==> config.mk <==
export PLATFORM = sky130hd
export DESIGN_NAME = grid_scanner
export DESIGN_NICKNAME = d
export VERILOG_FILES = /design/src/rtl/grid_scanner.sv
export SDC_FILE = /design/constraint.sdc
export NUM_CORES = 1
export LEC_CHECK = 0
export CORE_ASPECT_RATIO = 0.6
export CORE_MARGIN = 2
export CORE_UTILIZATION = 56
export DETAILED_ROUTE_END_ITERATION = 10
export GPL_TIMING_DRIVEN = 0
export PLACE_DENSITY = 0.89
export SYNTH_ARGS = -nofsm -noshare
export SYNTH_HDL_FRONTEND = slang
export SYNTH_SLANG_ARGS = --single-unit
==> constraint.sdc <==
create_clock -name clk -period 2.7 [get_ports clk]
set_clock_uncertainty 0.05 [all_clocks]
set_input_delay 0.81 -clock clk [delete_from_list [all_inputs] [get_ports clk]]
set_output_delay 0.81 -clock clk [all_outputs]
set_load 0.01 [all_outputs]
==> src/rtl/grid_scanner.sv <==
// Row-multiplexed LED matrix scanner: snapshots a 16x16 generation grid at frame
// boundaries and shifts each row serially to a column driver, then dwells on it.
module grid_scanner #(
  parameter int WIDTH = 256,
  parameter int ROWS  = 16,
  parameter int COLS  = 16,
  parameter int DWELL = 64
) (
  input  logic                    clk,
  input  logic                    reset_n,
  input  logic [WIDTH-1:0]        grid,
  input  logic                    grid_valid,
  input  logic                    blank,
  output logic                    sdata,
  output logic                    sclk,
  output logic                    latch,
  output logic                    oe_n,
  output logic [$clog2(ROWS)-1:0] row_addr,
  output logic                    frame_done,
  output logic                    busy
);
  localparam int RW      = $clog2(ROWS);
  localparam int CNT_MAX = (2 * COLS > DWELL) ? 2 * COLS : DWELL;
  localparam int CW      = $clog2(CNT_MAX);

  typedef enum logic [2:0] {S_IDLE, S_LOAD, S_SHIFT, S_LATCH, S_DWELL} state_t;

  state_t           state_q, state_d;
  logic [CW-1:0]    cnt_q, cnt_d;
  logic [RW-1:0]    r_q, r_d;
  logic [WIDTH-1:0] snap_q, snap_d;
  logic [WIDTH-1:0] pend_q, pend_d;
  logic             pend_v_q, pend_v_d;

  logic             sdata_q, sdata_d;
  logic             sclk_q, sclk_d;
  logic             latch_q, latch_d;
  logic             oe_n_q, oe_n_d;
  logic [RW-1:0]    row_addr_q, row_addr_d;
  logic             frame_done_q, frame_done_d;
  logic             busy_q, busy_d;

  logic [COLS-1:0]  row_bits;
  logic             start;
  logic             last_dwell;

  // Outputs are decoded from the current state and registered, so every
  // output lags the state by one cycle and no input reaches an output directly.
  always_comb begin
    state_d      = state_q;
    cnt_d        = cnt_q;
    r_d          = r_q;
    snap_d       = snap_q;
    pend_d       = grid_valid ? grid : pend_q;
    pend_v_d     = pend_v_q;
    start        = pend_v_q | grid_valid;
    row_bits     = snap_q[(WIDTH - 1 - COLS * int'(r_q)) -: COLS];
    last_dwell   = (state_q == S_DWELL) && (cnt_q == CW'(DWELL - 1));
    sdata_d      = 1'b0;
    sclk_d       = 1'b0;
    latch_d      = 1'b0;
    oe_n_d       = 1'b1;
    frame_done_d = 1'b0;
    row_addr_d   = row_addr_q;

    case (state_q)
      S_IDLE: begin
        if (start) state_d = S_LOAD;
      end
      S_LOAD: begin
        snap_d   = pend_q;
        pend_v_d = 1'b0;
        r_d      = '0;
        cnt_d    = '0;
        state_d  = S_SHIFT;
      end
      S_SHIFT: begin
        // Even count: present the bit; odd count: hold it and raise sclk.
        sdata_d = row_bits[COLS - 1 - int'(cnt_q >> 1)];
        sclk_d  = cnt_q[0];
        if (cnt_q == CW'(2 * COLS - 1)) begin
          cnt_d   = '0;
          state_d = S_LATCH;
        end else begin
          cnt_d = cnt_q + 1'b1;
        end
      end
      S_LATCH: begin
        latch_d    = 1'b1;
        row_addr_d = r_q;
        cnt_d      = '0;
        state_d    = S_DWELL;
      end
      S_DWELL: begin
        oe_n_d = blank;
        if (last_dwell) begin
          cnt_d = '0;
          if (r_q != RW'(ROWS - 1)) begin
            r_d     = r_q + 1'b1;
            state_d = S_SHIFT;
          end else begin
            // A grid arriving in this very cycle still wins the next LOAD.
            frame_done_d = 1'b1;
            if (start) begin
              state_d = S_LOAD;
            end else begin
              r_d     = '0;
              state_d = S_SHIFT;
            end
          end
        end else begin
          cnt_d = cnt_q + 1'b1;
        end
      end
      default: state_d = S_IDLE;
    endcase

    if (grid_valid) pend_v_d = 1'b1;
    busy_d = (state_d != S_IDLE);
  end

  always_ff @(posedge clk or negedge reset_n) begin
    if (!reset_n) begin
      state_q      <= S_IDLE;
      cnt_q        <= '0;
      r_q          <= '0;
      snap_q       <= '0;
      pend_q       <= '0;
      pend_v_q     <= 1'b0;
      sdata_q      <= 1'b0;
      sclk_q       <= 1'b0;
      latch_q      <= 1'b0;
      oe_n_q       <= 1'b1;
      row_addr_q   <= '0;
      frame_done_q <= 1'b0;
      busy_q       <= 1'b0;
    end else begin
      state_q      <= state_d;
      cnt_q        <= cnt_d;
      r_q          <= r_d;
      snap_q       <= snap_d;
      pend_q       <= pend_d;
      pend_v_q     <= pend_v_d;
      sdata_q      <= sdata_d;
      sclk_q       <= sclk_d;
      latch_q      <= latch_d;
      oe_n_q       <= oe_n_d;
      row_addr_q   <= row_addr_d;
      frame_done_q <= frame_done_d;
      busy_q       <= busy_d;
    end
  end

  assign sdata      = sdata_q;
  assign sclk       = sclk_q;
  assign latch      = latch_q;
  assign oe_n       = oe_n_q;
  assign row_addr   = row_addr_q;
  assign frame_done = frame_done_q;
  assign busy       = busy_q;

endmodule
Word-level counts from Yosys, hierarchy flattened
Index checks and enable logic that the tools add are counted.
- register bits after elaboration: 536
- output and inout port bits: 10
- add/sub/neg operators: 4
- order comparisons: 1
- equality and inequality tests: 9
- shift-type cells: 1
- multiplexer cells: 25
- bitwise gates (word level): 1
- reduce and logical (&&, ||, !) cells: 8
- operators with widths (kind ; count):
    variable part select 271 x 9 -> 16 bit ; 1
    case mux 6 bit (3 select lines) ; 1
    case mux 3 bit (5 select lines) ; 1
    2-to-1 mux 4 bit ; 3
    2-to-1 mux 6 bit ; 2
    2-to-1 mux 1 bit ; 11
    2-to-1 mux 3 bit ; 3
    subtractor 8 x 8 -> 9 bit (first input constant) ; 1
    case mux 4 bit (2 select lines) ; 1
    adder 6 x 1 -> 6 bit (second input constant) ; 1
    == test 3 x 2 -> 1 bit (second input constant) ; 2
    == test 6 x 5 -> 1 bit (second input constant) ; 1
    == test 6 bit (second input constant) ; 1
    less-than comparator 6 bit (second input constant) ; 1
    nonzero test 3 bit ; 2
    subtractor 4 x 5 -> 6 bit (first input constant) ; 1
    adder 4 x 1 -> 4 bit (second input constant) ; 1
    binary-select mux 1 bit (select 4 bit) ; 1
    2-to-1 mux 2 bit ; 2
    inequality test 4 bit (second input constant) ; 1
    nonzero test 2 bit ; 2
    == test 3 x 1 -> 1 bit (second input constant) ; 1
    == test 3 bit (second input constant) ; 1
    logical NOT 3 bit ; 1
    other kinds (6) ; 6

Logic depth before layout (Yosys ltp)
- depth after elaboration: 6
- depth in mapped cells: 9
- depth with buffers taken out: 7

Worst setup path after synthesis
No wires, ideal clock.
- kind: register -> register
- from: register r_q[0]
- to: register sdata_q (netlist: sdata)
- library setup time: 132 ps
- arrival time: 2115 ps
- data required time: 2518 ps
- setup slack: 403 ps
- cell stages (with the launch flop): 9
- path buffers: 3
- cells stage by stage: dfrtp_1 > buf_6 > buf_12 > buf_2 > mux4_2 > a221oi_1 > o21ai_0 > o32ai_1 > o22ai_1
- cells in the longest elaborated chain, start to end: 6
- ends and longest elaborated chain (item ; RTL line ; RTL):
    from (decl) ; 30 ; logic [RW-1:0] r_q, r_d;
    from (signal assigned) ; 140 ; r_q <= r_d;
    subtractor 8 x 8 -> 9 bit ; 57 ; row_bits = snap_q[(WIDTH - 1 - COLS * int'(r_q)) -: COLS];
    variable part select 271 x 9 -> 16 bit ; 57 ;
    binary-select mux 1 bit (select 4 bit) ; 79 ; sdata_d = row_bits[COLS - 1 - int'(cnt_q >> 1)];
    2-to-1 mux 1 bit (not written as such) (2 in series) ; 79 ;
    2-to-1 mux 1 bit ; 66 ; case (state_q)
    via sdata_d ; 35 ; logic sdata_q, sdata_d;
    to (signal assigned) ; 144 ; sdata_q <= sdata_d;
    to (decl) ; 35 ;
The timed path passes the listed nets, and every way through them passes these cells. The select of a mux whose other input is x is not followed.
A chain may end at the register's enable or synchronous reset.

Final worst setup path
Same ends and word-level chain as after synthesis.

==> impl_metrics.tcl <==
set metrics [dict create \
    syn_inst 1368 \
    synth_seq_cells 536 \
    start_util 0.5674 \
    nFillCells 2518 \
    nets 1961 \
    die_width_um 260.5 \
    fin_util 0.7023 \
    synth_warnings 0 \
    grt_overflow 0 \
    syn_area_um2 22100 \
    ys_seq_area_frac 0.6068 \
    path_class "reg2reg" \
    wire_per_inst_um 26.12 \
    wl_um 58950 \
    drive_gt1_frac 0.4193 \
    grt_max_degree 126 \
    maxClockFrequency_mhz 368.5 \
    io_buffers 268 \
    cp-end-kind "flop" \
    maxCapViolCount 0 \
    vias_per_cell 5.911 \
    synthArstFlopShare 1.000 \
    fp.dieH_um 157.9 \
    dieArea_um2 41130 \
    cts_tree "built" \
    drv_slew 0 \
    finalHoldViolCount 0 \
    rsz0062_at_grt "true" \
    min_path_type "in2async" \
    synthTopCellsByArea "dfrtp_1 61%, mux2_2 27%, mux4_2 6.1%" \
    r2r_cells 9 \
    ant_nets 0 \
    tightest_slew_ns 0.8631 \
    io-pin-count 270 \
    synth.distinct_cells 48 \
    drt_iter0_markers 999 \
    clock_latency_ns 0.57 \
    synth_fp_nets 1630 \
    synth_area_per_cell_um2 16.16 \
    ys.flop_type "dfrtp_1" \
    cp_max_fo 7 \
    violations "setup timing" \
    htreeDepth 2 \
    grt_pass1_vias 14216 \
    slew_headroom 0.4246 \
    cp_data_required_time_ns 3.09 \
    track_usage 0.2959 \
    core_area_um2 38960 \
    clkTransAtPathRegs_ns 0.07 \
    worst_ep_arrival_time_ns 3.10 \
    power.density_nw_per_um2 612.1 \
    antenna_found_initial 0 \
    start_kind "flop" \
    area_delta_synth_final_pct 23.77 \
    synth_edf_count 0 \
    synth_top_cells_by_count "535 x dfrtp_1, 524 x mux2_2, 60 x mux4_2" \
    dp_hpwl_um 42050 \
    vias 13340 \
    fin_crit_sh 1.005 \
    gp_congestion 0.8947 \
    synth_most_common_cell "dfrtp_1" \
    worst_slack_ns -0.01352 \
    grt_pass1_wl_um 87740 \
    finalSetupViolCount 1 \
    crit_start "r_q[0]" \
    leakagePower_uw 0.01230 \
    synth_top_cell_area_share 0.6056 \
    vdd_drop_max_v 0.0004406 \
    yosys.area.top_type "dfrtp_1" \
    layout_min_cycle_time_ns 2.714 \
    drc 0 \
    rows 56 \
    clock_path_buffers 3 \
    power_uw 16750 \
    cts.sinks 536 \
    outcome "finished with violations" \
    numCtsBuffers 48 \
    reg2reg_from "r_q[0]" \
    root_buffer "clkbuf_16" \
    drt_pass1_iterations 5 \
]
## through the flow
stage          hold WS, ns  setup TNS (ns)  area, um^2  worst slack, ns  instances
4_1_cts             0.1672        -0.03305       27230         -0.03305       2247
3_3_place_gp        0.4256               -       25440           -21.74       2158
6_report            0.1494        -0.01352       27360         -0.01352       2257
3_5_place_dp        0.4232          -75.41       25560          -0.7799       2162
2_1_floorplan       0.4220               0       22110           0.4030       1368
5_1_grt             0.1983        -0.06883       27360         -0.06883       2256
## path summary, 6_finish.rpt
path | to | slack [ns]
worst max-delay path | sdata | -0.01
worst min-delay path | pend_q[251] | 0.15
worst max register to register | sdata | -0.01
worst min register to register | snap_q[136] | 0.45
max in group asynchronous | snap_q[28] | 0.87
min in group clk | snap_q[136] | 0.45
## layout by cell type, fill, tap and decap left out, types with 10 or more instances in the layout
master           netlist  routed
nor2_1                18      17
clkbuf_16              0      49
mux2_2               524     524
dfrtp_1              535     534
mux4_2                60      61
clkbuf_1              49      51
buf_4                  3      10
buf_2                 27      22
nand2_1               19      19
o21ai_0               24      23
clkdlybuf4s50_1        0     267
## logic make-up after synthesis
group | count (synthesis) | share of synthesized area
buf+inv | 91 | 0.01930
flops | 536 | 0.6068
simple gates | 77 | 0.01755
compound gates | 66 | 0.01953
mux | 595 | 0.3353
fa+ha+maj | 2 | 0.001132
xor+xnor | 1 | 0.0003963
## layer usage
| metal | global-route usage | part of all wire | vias to the layer above | routed length, um |
|---|---|---|---|---|
| li1 | - | - | 5657 | - |
| met1 | 0.4182 | 0.43 | 7042 | 25400 |
| met2 | 0.4396 | 0.44 | 532 | 26150 |
| met3 | 0.08726 | 0.092 | 109 | 5394 |
| met4 | 0.1088 | 0.034 | 0 | 2007 |
| met5 | 0 | 0 | - | 0 |
## worst max-delay path: stages (launching register included)
cell and delay (ns):
dfrtp_1 0.40, buf_12 0.15, buf_16 0.16, buf_12 0.14, mux4_2 0.60, mux2i_4 0.23, a211oi_1 0.10, or3_1 0.33
o32ai_2 0.26, o22ai_1 0.12
## final cells by class
cell class	count	area [um^2]	area share
well taps	522	653.1	0.02387
multi-input cells	741	8302	0.3034
clock buffers	67	1374	0.05021
flip-flops and latches	536	13420	0.4903
diodes	1	2.502	0.00009146
repair buffers	281	2890	0.1056
inverters	5	18.77	0.0006860
clock inverters	18	186.4	0.006814
plain buffers	86	518.0	0.01893
## power breakdown
| part | internal [uW] | leakage, uW | switching (uW) |
|---|---|---|---|
| combinational | 722 | 0.00467 | 514 |
| sequential | 8420 | 0.00686 | 216 |
| clock | 3850 | 0.000760 | 3030 |
| total | 13000 | 0.0123 | 3760 |
## registers in the layout, indices dropped and copies added, names as in the netlist, 3 cells and up
name      count
pend_q      256
snap_q      256
cnt_q         6
r_q           4
row_addr      4
state_q       3
## repair_timing
action | in CTS | in global routing
setup buffers | 0 | 9
resized for setup | 42 | 15
hold buffers | 0 | 0
pin swaps | 0 | 3
setup endpoints to repair | 23 | 138
No activity file was read; power rests on OpenSTA's default activity.
